[config.mk]
export PLATFORM = sky130hd
export DESIGN_NAME = sata_pattern_test_seq
export DESIGN_NICKNAME = d
export VERILOG_FILES = /design/src/rtl/sata_test_pkg.sv /design/src/rtl/sata_pattern_gen.sv /design/src/rtl/sata_pattern_test_seq.sv
export SDC_FILE = /design/constraint.sdc
export NUM_CORES = 1
export LEC_CHECK = 0
export ABC_AREA = 1
export BUFFER_PORTS_ARGS = -buffer_cell sky130_fd_sc_hd__buf_2
export CORE_AREA = 2 2 143 117
export DETAILED_ROUTE_END_ITERATION = 16
export DIE_AREA = 0 0 145 119
export GPL_TIMING_DRIVEN = 0
export PLACE_DENSITY = 0.7
export SETUP_SLACK_MARGIN = 0.02
export SKIP_LAST_GASP = 1
export SLEW_MARGIN = 20
export SYNTH_ARGS = -nofsm -noshare
export SYNTH_HDL_FRONTEND = slang
export SYNTH_HIERARCHICAL = 1
export SYNTH_SLANG_ARGS = --single-unit
export TNS_END_PERCENT = 5
[constraint.sdc]
create_clock -name clk -period 1.98 [get_ports clk]
set_input_delay 0.396 -clock clk [delete_from_list [all_inputs] [get_ports clk]]
set_output_delay 0.396 -clock clk [all_outputs]
set_load 0.005 [all_outputs]
[src/rtl/sata_test_pkg.sv]
`default_nettype none
// ============================================================================
//  Module      : sata_test_pkg
//  Description : Shared types and constants for the SATA pattern self-test
//                sequencer. Provides the sequencer state encoding, the first
//                pattern byte, the "no error captured" index marker and the
//                pattern step function (0xFF wraps to 0x01; 0x00 is never
//                produced because the link-side checker treats it as
//                don't-care).
//  Revision    : 1.0 - initial release
// ============================================================================
package sata_test_pkg;

    typedef enum logic [2:0] {
        ST_IDLE   = 3'd0,
        ST_WR     = 3'd1,
        ST_GAP    = 3'd2,
        ST_RD_REQ = 3'd3,
        ST_RD     = 3'd4,
        ST_NEXT   = 3'd5,
        ST_FIN    = 3'd6
    } state_t;

    localparam logic [7:0]  PATTERN_FIRST = 8'h01;
    localparam logic [15:0] IDX_NONE      = 16'hFFFF;

    function automatic logic [7:0] next_pattern(input logic [7:0] cur);
        return (cur == 8'hFF) ? PATTERN_FIRST : cur + 8'd1;
    endfunction

endpackage
`default_nettype wire

[src/rtl/sata_pattern_gen.sv]
`default_nettype none
// ============================================================================
//  Module      : sata_pattern_gen
//  Description : Incrementing byte pattern source, 0x01..0xFF then back to
//                0x01. Used both for the write stream and for the expected
//                read-back stream.
//  Ports       : clk     - system clock
//                nRST    - asynchronous active-low reset (pattern -> 0x01)
//                load    - restart pattern at 0x01 (wins over advance)
//                advance - step to the next pattern byte
//                pattern - current pattern byte
//  Revision    : 1.0 - initial release
// ============================================================================
module sata_pattern_gen
    import sata_test_pkg::*;
(
    input  logic       clk,
    input  logic       nRST,
    input  logic       load,
    input  logic       advance,
    output logic [7:0] pattern
);

    logic [7:0] r_pattern;

    always_ff @(posedge clk or negedge nRST) begin
        if (!nRST) begin
            r_pattern <= PATTERN_FIRST;
        end else if (load) begin
            r_pattern <= PATTERN_FIRST;
        end else if (advance) begin
            r_pattern <= next_pattern(r_pattern);
        end
    end

    assign pattern = r_pattern;

endmodule
`default_nettype wire

[src/rtl/sata_pattern_test_seq.sv]
`default_nettype none
// ============================================================================
//  Module      : sata_pattern_test_seq
//  Description : SATA data-path self-test sequencer. Writes NUM_BURSTS bursts
//                of BURST_LEN incrementing pattern bytes, requests read-back
//                after each burst, checks the returned bytes and reports
//                mismatches, read-back stalls and an overall pass flag.
//  Ports       : clk, nRST           - clock, async active-low reset
//                start, abort        - run control (abort wins)
//                wr_data/valid/ready - byte write stream to the link
//                rd_req              - one-cycle read-back request
//                rd_data, rd_ack     - returned byte stream
//                busy, done, pass    - run status / result
//                timeout             - read-back stalled (sticky)
//                err_cnt             - saturating mismatch count
//                first_err_idx       - in-burst index of first mismatch
//                burst_cnt           - completed bursts in this run
//  Revision    : 1.0 - initial release
// ============================================================================
module sata_pattern_test_seq
    import sata_test_pkg::*;
#(
    parameter int unsigned BURST_LEN  = 512,
    parameter int unsigned NUM_BURSTS = 16,
    parameter int unsigned GAP_CYCLES = 32,
    parameter int unsigned TIMEOUT    = 4096
) (
    input  logic        clk,
    input  logic        nRST,
    input  logic        start,
    input  logic        abort,
    output logic [7:0]  wr_data,
    output logic        wr_valid,
    input  logic        wr_ready,
    output logic        rd_req,
    input  logic [7:0]  rd_data,
    input  logic        rd_ack,
    output logic        busy,
    output logic        done,
    output logic        pass,
    output logic        timeout,
    output logic [15:0] err_cnt,
    output logic [15:0] first_err_idx,
    output logic [15:0] burst_cnt
);

    state_t      r_state;
    state_t      w_state_nxt;
    logic [15:0] r_idx;        // byte index within the current burst (write or read phase)
    logic [31:0] r_cyc;        // shared gap / read-stall cycle counter
    logic        r_pass;
    logic        r_timeout;
    logic [15:0] r_err_cnt;
    logic [15:0] r_first_err;
    logic [15:0] r_burst_cnt;
    logic [7:0]  w_exp;

    logic w_start, w_abort, w_wr_fire, w_rd_ack, w_last_idx;
    logic w_mismatch, w_tmo, w_gap_done, w_final, w_reload;

    // abort only has effect outside IDLE; start is dropped when abort is high
    assign w_abort    = abort && (r_state != ST_IDLE);
    assign w_start    = start && !abort && (r_state == ST_IDLE);
    assign w_wr_fire  = (r_state == ST_WR) && wr_ready;
    assign w_rd_ack   = (r_state == ST_RD) && rd_ack;
    assign w_last_idx = (r_idx == 16'(BURST_LEN - 1));
    assign w_mismatch = w_rd_ack && (rd_data != w_exp);
    assign w_tmo      = (r_state == ST_RD) && !rd_ack && (r_cyc == 32'(TIMEOUT - 1));
    assign w_gap_done = (r_cyc == 32'(GAP_CYCLES - 1));
    assign w_final    = ((r_burst_cnt + 16'd1) == 16'(NUM_BURSTS));
    assign w_reload   = w_start || (r_state == ST_NEXT);

    sata_pattern_gen u_wr_gen (
        .clk     (clk),
        .nRST    (nRST),
        .load    (w_reload),
        .advance (w_wr_fire),
        .pattern (wr_data)
    );

    sata_pattern_gen u_exp_gen (
        .clk     (clk),
        .nRST    (nRST),
        .load    (w_reload),
        .advance (w_rd_ack),
        .pattern (w_exp)
    );

    always_ff @(posedge clk or negedge nRST) begin
        if (!nRST) begin
            r_state <= ST_IDLE;
        end else begin
            r_state <= w_state_nxt;
        end
    end

    always_comb begin
        w_state_nxt = r_state;
        wr_valid    = 1'b0;
        rd_req      = 1'b0;
        done        = 1'b0;
        busy        = 1'b1;
        case (r_state)
            ST_IDLE: begin
                busy = 1'b0;
                if (w_start) w_state_nxt = ST_WR;
            end
            ST_WR: begin
                wr_valid = 1'b1;
                if (w_wr_fire && w_last_idx)
                    w_state_nxt = (GAP_CYCLES == 0) ? ST_RD_REQ : ST_GAP;
            end
            ST_GAP: begin
                if (w_gap_done) w_state_nxt = ST_RD_REQ;
            end
            ST_RD_REQ: begin
                rd_req      = 1'b1;
                w_state_nxt = ST_RD;
            end
            ST_RD: begin
                if (w_rd_ack && w_last_idx) w_state_nxt = ST_NEXT;
                else if (w_tmo)             w_state_nxt = ST_FIN;
            end
            ST_NEXT: begin
                w_state_nxt = w_final ? ST_FIN : ST_WR;
            end
            ST_FIN: begin
                done        = 1'b1;
                busy        = 1'b0;
                w_state_nxt = ST_IDLE;
            end
            default: begin
                busy        = 1'b0;
                w_state_nxt = ST_IDLE;
            end
        endcase
        if (w_abort) w_state_nxt = ST_IDLE;
    end

    always_ff @(posedge clk or negedge nRST) begin
        if (!nRST) begin
            r_idx       <= 16'd0;
            r_cyc       <= 32'd0;
            r_pass      <= 1'b0;
            r_timeout   <= 1'b0;
            r_err_cnt   <= 16'd0;
            r_first_err <= IDX_NONE;
            r_burst_cnt <= 16'd0;
        end else if (w_abort) begin
            // counters are left as they are so the aborted run can be inspected
            r_pass <= 1'b0;
        end else begin
            if (w_start) begin
                r_idx       <= 16'd0;
                r_pass      <= 1'b0;
                r_timeout   <= 1'b0;
                r_err_cnt   <= 16'd0;
                r_first_err <= IDX_NONE;
                r_burst_cnt <= 16'd0;
            end
            case (r_state)
                ST_WR: begin
                    r_cyc <= 32'd0;
                    if (w_wr_fire) r_idx <= w_last_idx ? 16'd0 : r_idx + 16'd1;
                end
                ST_GAP: begin
                    r_cyc <= r_cyc + 32'd1;
                end
                ST_RD_REQ: begin
                    r_cyc <= 32'd0;
                end
                ST_RD: begin
                    if (rd_ack) begin
                        r_cyc <= 32'd0;
                        r_idx <= w_last_idx ? 16'd0 : r_idx + 16'd1;
                        if (w_mismatch) begin
                            if (r_err_cnt != 16'hFFFF) r_err_cnt <= r_err_cnt + 16'd1;
                            if (r_first_err == IDX_NONE) r_first_err <= r_idx;
                        end
                    end else begin
                        r_cyc <= r_cyc + 32'd1;
                    end
                    if (w_tmo) begin
                        r_timeout <= 1'b1;
                        r_pass    <= 1'b0;
                    end
                end
                ST_NEXT: begin
                    r_burst_cnt <= r_burst_cnt + 16'd1;
                    // result is latched on the way into FIN so it is valid alongside done
                    if (w_final) r_pass <= (r_err_cnt == 16'd0) && !r_timeout;
                end
                default: ;
            endcase
        end
    end

    assign pass          = r_pass;
    assign timeout       = r_timeout;
    assign err_cnt       = r_err_cnt;
    assign first_err_idx = r_first_err;
    assign burst_cnt     = r_burst_cnt;

endmodule
`default_nettype wire
# Yosys cells after proc, flatten, opt, wreduce, memory -nomap -nowiden
# Index checks and enable logic that the tools add are counted.
# Widths: inputs -> output; s select.
word_totals:
  output_inout_bits: 62
  word_cells: 108
  regBits: 117
  in_bits: 14
classes:
  bitwise_logic: 1
  n_reduce_logical: 27
  eq_ne: 19
  addsub: 6
  mux: 45
ops:
  columns: ["op", "n"]
  rows:
  - ["$mux 16", 16]
  - ["$pmux 32 s3", 1]
  - ["$add 16x1->16 const B", 3]
  - ["$mux 8", 6]
  - ["$add 32x1->32 const B", 1]
  - ["$eq 32x12->1 const B", 1]
  - ["$eq 32x5->1 const B", 1]
  - ["$mux 32", 1]
  - ["$pmux 16 s2", 1]
  - ["$mux 3", 7]
  - ["$pmux 3 s6", 1]
  - ["$add 8x1->8 const B", 2]
  - ["$eq 16x16->1 const B", 1]
  - ["$eq 16x5->1 const B", 1]
  - ["$eq 16x9->1 const B", 1]
  - ["$eq 8x8->1 const B", 2]
  - ["$logic_not 16->1", 1]
  - ["$ne 16x16->1 const B", 1]
  - ["$logic_and 1x1->1", 11]
  - ["$mux 1", 11]
  - ["$eq 3x3->1 const B", 3]
  - ["$ne 8x8->1", 1]
  - ["$eq 3x2->1 const B", 2]
  - ["$ne 3x3->1 const B", 2]
  - ["other kinds (14)", 20]

# Depth between registers and ports, before layout
depth:
  ltp_word: 8
  depth_mapped: 14
  ltp_nobuf: 14

# Modules after synthesis
# The synthesis kept the hierarchy.
by_module_without_submodules:
  columns: ["mod", "area_each_um2", "cells_per_inst", "seq_area_each_um2", "instances"]
  rows:
  - ["sata_pattern_test_seq", 6077.1, 835, 2547.4, 1]
  - ["sata_pattern_gen", 452.9, 59, 201.4, 2]

# Least setup slack after synthesis
# OpenSTA, ideal clock, no wires.
synth_path:
  path_type: "flip-flop to flip-flop"
  start: "reg r_state[0]"
  end: "reg u_wr_gen.r_pattern[3] (netlist: u_wr_gen/pattern[3])"
  required_time_ns: 1.857
  period_less_slack_ns: 1.970
  path_buffers: 1
  setup_time_ns: 0.123
  setup_slack_ns: 0.010
  arrival_ns: 1.847
  stages_incl_launch_ff: 11
  cell_sequence: "dfrtp_1 -> nor2_1 -> inv_1 -> nor2_4 -> nand3_1 -> clkbuf_1 -> nand2_1 -> nor2_4 -> nor2_1 -> xor2_1 -> a21oi_1"
synth_via:
  elab_chain_len: 4
  elab_cells_between_ends: 8
  classes_between: "eq/ne: 2; mux: 1; reduce/logical: 5"
synth_rtl:
  columns: ["element", "line", "source"]
  rows:
  - ["from (decl)", "sata_pattern_test_seq.sv:47", "state_t r_state;"]
  - ["from (signal assigned)", "sata_pattern_test_seq.sv:93", "r_state <= w_state_nxt;"]
  - ["$logic_not 3->1", "sata_pattern_test_seq.sv:63", "assign w_start = start && !abort && (r_state == ST_IDLE);"]
  - ["$logic_and 1x1->1", "sata_pattern_test_seq.sv:63", null]
  - ["$logic_or 1x1->1 *", "sata_pattern_test_seq.sv:71", "assign w_reload = w_start || (r_state == ST_NEXT);"]
  - ["via w_reload", "sata_pattern_test_seq.sv:59", "logic w_mismatch, w_tmo, w_gap_done, w_final, w_reload;"]
  - ["$mux 8 / $reduce_bool 2->1 (equally long branches)", null, null]
  - ["to (signal assigned)", "sata_pattern_gen.sv:32", "r_pattern <= next_pattern(r_pattern);"]
  - ["to (decl)", "sata_pattern_gen.sv:24", "logic [7:0] r_pattern;"]
# Mark *: on every way through the listed nets, which the timed path passes. The rest lies on a longest branch.
# A chain may end at the register's enable or synchronous reset.

# Final worst setup path
layout_path:
  start: "reg r_state[2]"
  end: "out rd_req"
layout_via:
  elab_chain_len: 2
layout_rtl:
  columns: ["element", "line", "source"]
  rows:
  - ["$eq 3x2->1", "sata_pattern_test_seq.sv:103", "case (r_state)"]
  - ["$mux 1", "sata_pattern_test_seq.sv:103", null]
  - ["to (decl)", "sata_pattern_test_seq.sv:35", "output logic rd_req,"]
# Every way passes these cells.

==> reports/results.txt <==
Across every metal layer, demand over resource in global routing totals 21.5%. The worst setup path is launched from a flop. The number of max-slew violations in the final report was 0.

The tree is rooted in a sky130_fd_sc_hd__clkbuf_16. After routing the design area is 8970 um2. The worst clock skew on the final layout is 0.00980 ns. Measured against its own limit, the worst slew margin works out to 69.0%.

After clock tree synthesis, the clock-pin slew on the worst setup and hold paths is 0.05 ns. For the worst setup path, the data required time is 1.58 ns. Worst hold path class: input port to flop.

The via count of the first global-routing pass was 6,134; the pin count of the biggest net entering global routing was 78. Leaving out fill and tap cells, the most frequent cells in the layout are 170 x sky130_fd_sc_hd__nand2_1, 137 x sky130_fd_sc_hd__inv_1, 100 x sky130_fd_sc_hd__nor2_1, 90 x sky130_fd_sc_hd__dfrtp_1, 78 x sky130_fd_sc_hd__buf_2. The die is 119 um tall. A synthesized cell averages 7.33 um2. The tools report the maximum VDD drop as 0.734 mV.

The count of flip-flops with a built-in enable after synthesis came out at 0. After Yosys synthesis, and, or, nand and nor cells account for 32.0% of the synthesized area. The area share of fa/ha/maj cells after synthesis was 1.25%. The initialized floorplan defines 42 standard-cell rows. For the data arrival time of the critical path, the log shows 1.58 ns. The post-route minimum period came out at 1.97 ns.

The number of flip-flops and latches in the synthesized netlist was 117; the number of hold violations in the final report was 0. Setup repair after global routing could not meet its margin everywhere. Measured along the x axis, the die boundary spans 145 um.

The power density normalized to cell area was 1130 nW/um2. The first-pass GRT wire length is 30,300 um, and the clock latency on the worst-skew pair is 0.43 ns. The layout-stage area growth over the synthesis result was 28.5%. The tools report the share of the yosys chip area belonging to registers as 42.3%. Along the worst path, the maximum fanout reaches 4. For the cell count after synthesis, the log shows 953.

The number of buffers inserted during clock tree synthesis was 17. The initial antenna violation count was 0. The aggregate routed wire length was 18,700 um. The tool flagged a number of max-cap violations equal to 0. TritonCTS built the clock tree.

The share of layout cells above drive strength 1 came out at 27.1%. For the total instance count after detailed placement, the log shows 1,249. The number of design-rule violations left by the first detailed-router iteration was 543; the effective utilization at floorplan was 43.6%. The clock passes through at most 2 buffers. The mux cell area share after synthesis works out to 0%. The synthesized net count is 974. The run gives 17,300 um2 as the full die area. Yosys printed 6 warnings. In this run the cell area measured after placement is 7670 um2. Of all cell types, the one taking the most synthesized area is sky130_fd_sc_hd__dfrtp_1. For the H-tree depth reported by CTS, the log shows 4. The cell area that synthesis handed to floorplanning was 6980 um2. The critical path in this run is classified as flop to primary output. The finished layout holds 1,317 standard cells, fillers aside. By area the synthesized netlist is led by sky130_fd_sc_hd__dfrtp_1 35%, sky130_fd_sc_hd__nand2_1 9.9%, sky130_fd_sc_hd__inv_1 7.5%.

The number of fillers in the final layout was 1,404; the achievable frequency was 0.506 GHz. Buffers placed on the I/O ports in this run total 75. In the final layout, flip-flops and latches occupy 2960 um2. Worst-margin pin slew: 0.461 ns. Distinct cell type count after synthesis: 48. The library cell used most frequently in the layout, excluding fill and tap cells, is sky130_fd_sc_hd__nand2_1. The total setup violations reported at the end of the flow was 0; the accumulated negative setup slack was 0 ns. The number of antenna diodes in the final layout is 0.

The synthesized design devotes to its leading area cell type 35.5% of total area. Dividing the detail-routed wire length by the instance count gives 14.2 um. Summing all multi-input logic gate instances after layout gives 3760 um2. In this run the static leakage power is 4.21 nW. Weighted congestion reported at the end of routability-driven placement: 0.919. The worst setup path is captured at a primary output.

The flow ran to the end, and the final reports show no timing, DRC or antenna violations. The synthesized netlist devotes 1.88% of its cell area to XOR and XNOR gates. The total number of clock tree sinks is 117, and the estimated wirelength of the detail-placed design is 12,900 um. The most used flip-flop cell after synthesis is sky130_fd_sc_hd__dfrtp_1. After the last flow step, the layout net total stands at 1,106. The tools report the number of DRC violations after detailed routing as 0.

The synthesized netlist devotes 13.7% of its cell area to compound gates. Share of the clock period used by the worst path after layout: 99.7%. The via total after detailed routing is 6,928, and the count of pins on the block boundary is 76.

For this run, the detailed router's first-pass iteration total came to 7. The sum of overflow across all layers after global routing is 0. By area, the combinational part of the netlist is dominated by simple AND/OR/NAND/NOR gates. The detail route stage leaves a number of antenna-violating nets equal to 0. The region available for standard cell placement spans 16,000 um2. In the routed layout, each cell is associated on average with a via count of 5.26. The async set or reset register ratio after synthesis was 100%.
[worst max-delay path: stages, from the launching register on]
cell                      delay [ns]
sky130_fd_sc_hd__dfrtp_2        0.46
sky130_fd_sc_hd__nor2_4         0.17
sky130_fd_sc_hd__inv_1          0.12
sky130_fd_sc_hd__nor2_1         0.23
sky130_fd_sc_hd__buf_2          0.17
[worst paths after layout]
path                            start              endpoint  slack (ns)  cells after the start
max reg2reg                r_state[0]             r_cyc[27]        0.04                     13
min reg2reg                 r_idx[14]             r_idx[14]        0.50                      1
min                             abort            r_state[1]        0.37                      4
min in group asynchronous        nRST             r_cyc[17]        0.45                      2
max in group asynchronous        nRST  u_exp_gen/pattern[0]        0.78                      3
max                        r_state[2]                rd_req       0.005                      4
[per-layer routing]
layer  up-vias  part of all wire [%]  track usage, %
li1       3416                     -               -
met5         -                     0               0
met3        22                   5.8            4.98
met4         0                   1.3            6.56
met1      3267                    46            30.4
met2       223                    47            33.0
[metrics by stage]
stage | power, W | worst slack, ns | hold slack [ns] | utilization, %
3_3_place_gp | 0.00643 | -1.03 | 0.493 | 47.6
3_5_place_dp | 0.00648 | -0.307 | 0.341 | 47.9
6_report | 0.0102 | 0.00507 | 0.365 | 56.0
4_1_cts | 0.00980 | -0.0460 | 0.359 | 52.5
5_1_grt | 0.0108 | -0.135 | 0.401 | 56.0
2_1_floorplan | 0.00546 | 0.0906 | 0.100 | -
[cells in the mapped netlist (all sizes together), types with 5 or more instances]
cell	instances
a21oi	63
a31oi	6
buf	10
dfrtp	99
dfstp	18
ha	7
inv	149
nand2	195
nand3	73
nand4	35
nor2	142
nor3	26
o211ai	5
o21ai	73
o22ai	14
xor2	14
[power breakdown]
part / leakage (nW) / internal (W) / switching [W]
Sequential: 1.53 / 0.00298 / 0.000540
Combinational: 2.38 / 0.00131 / 0.00217
Clock: 0.298 / 0.00209 / 0.00108
[area by class of cell]
class,instances,share of cell area (%)
well taps,220,3.07
plain buffers,13,1.10
inverters,150,6.37
repair buffers,112,7.74
multi-input cells,674,41.9
clock buffers,22,5.40
flip-flops and latches,117,33.0
clock inverters,9,1.39
[what timing repair did]
item	in CTS	in global routing
hold buffers	1	0
pin swaps	4	28
cloned	0	1
resized for setup	23	96
setup buffers	6	29
hold endpoints to repair	40	0
endpoints found under the setup margin	93	97
[sequential cells by signal, summed over array words and instances (netlist names)]
signal,flops
timeout,1
pass,1
u_wr_gen/pattern,8
burst_cnt,16
r_idx,16
r_cyc,32
u_exp_gen/pattern,8
err_cnt,16
first_err_idx,16
r_state,3
[cell families (layout without fill, tap and decap cells)]
logic type,count (synthesis),count (layout)
XOR/XNOR,15,15
adder cells (fa/ha/maj),7,7
AO/OA/AOI/OAI,172,172
AND/OR/NAND/NOR,479,480
buffers and inverters,163,306
flip-flops,117,117
No activity file was read; power rests on OpenSTA's default activity.
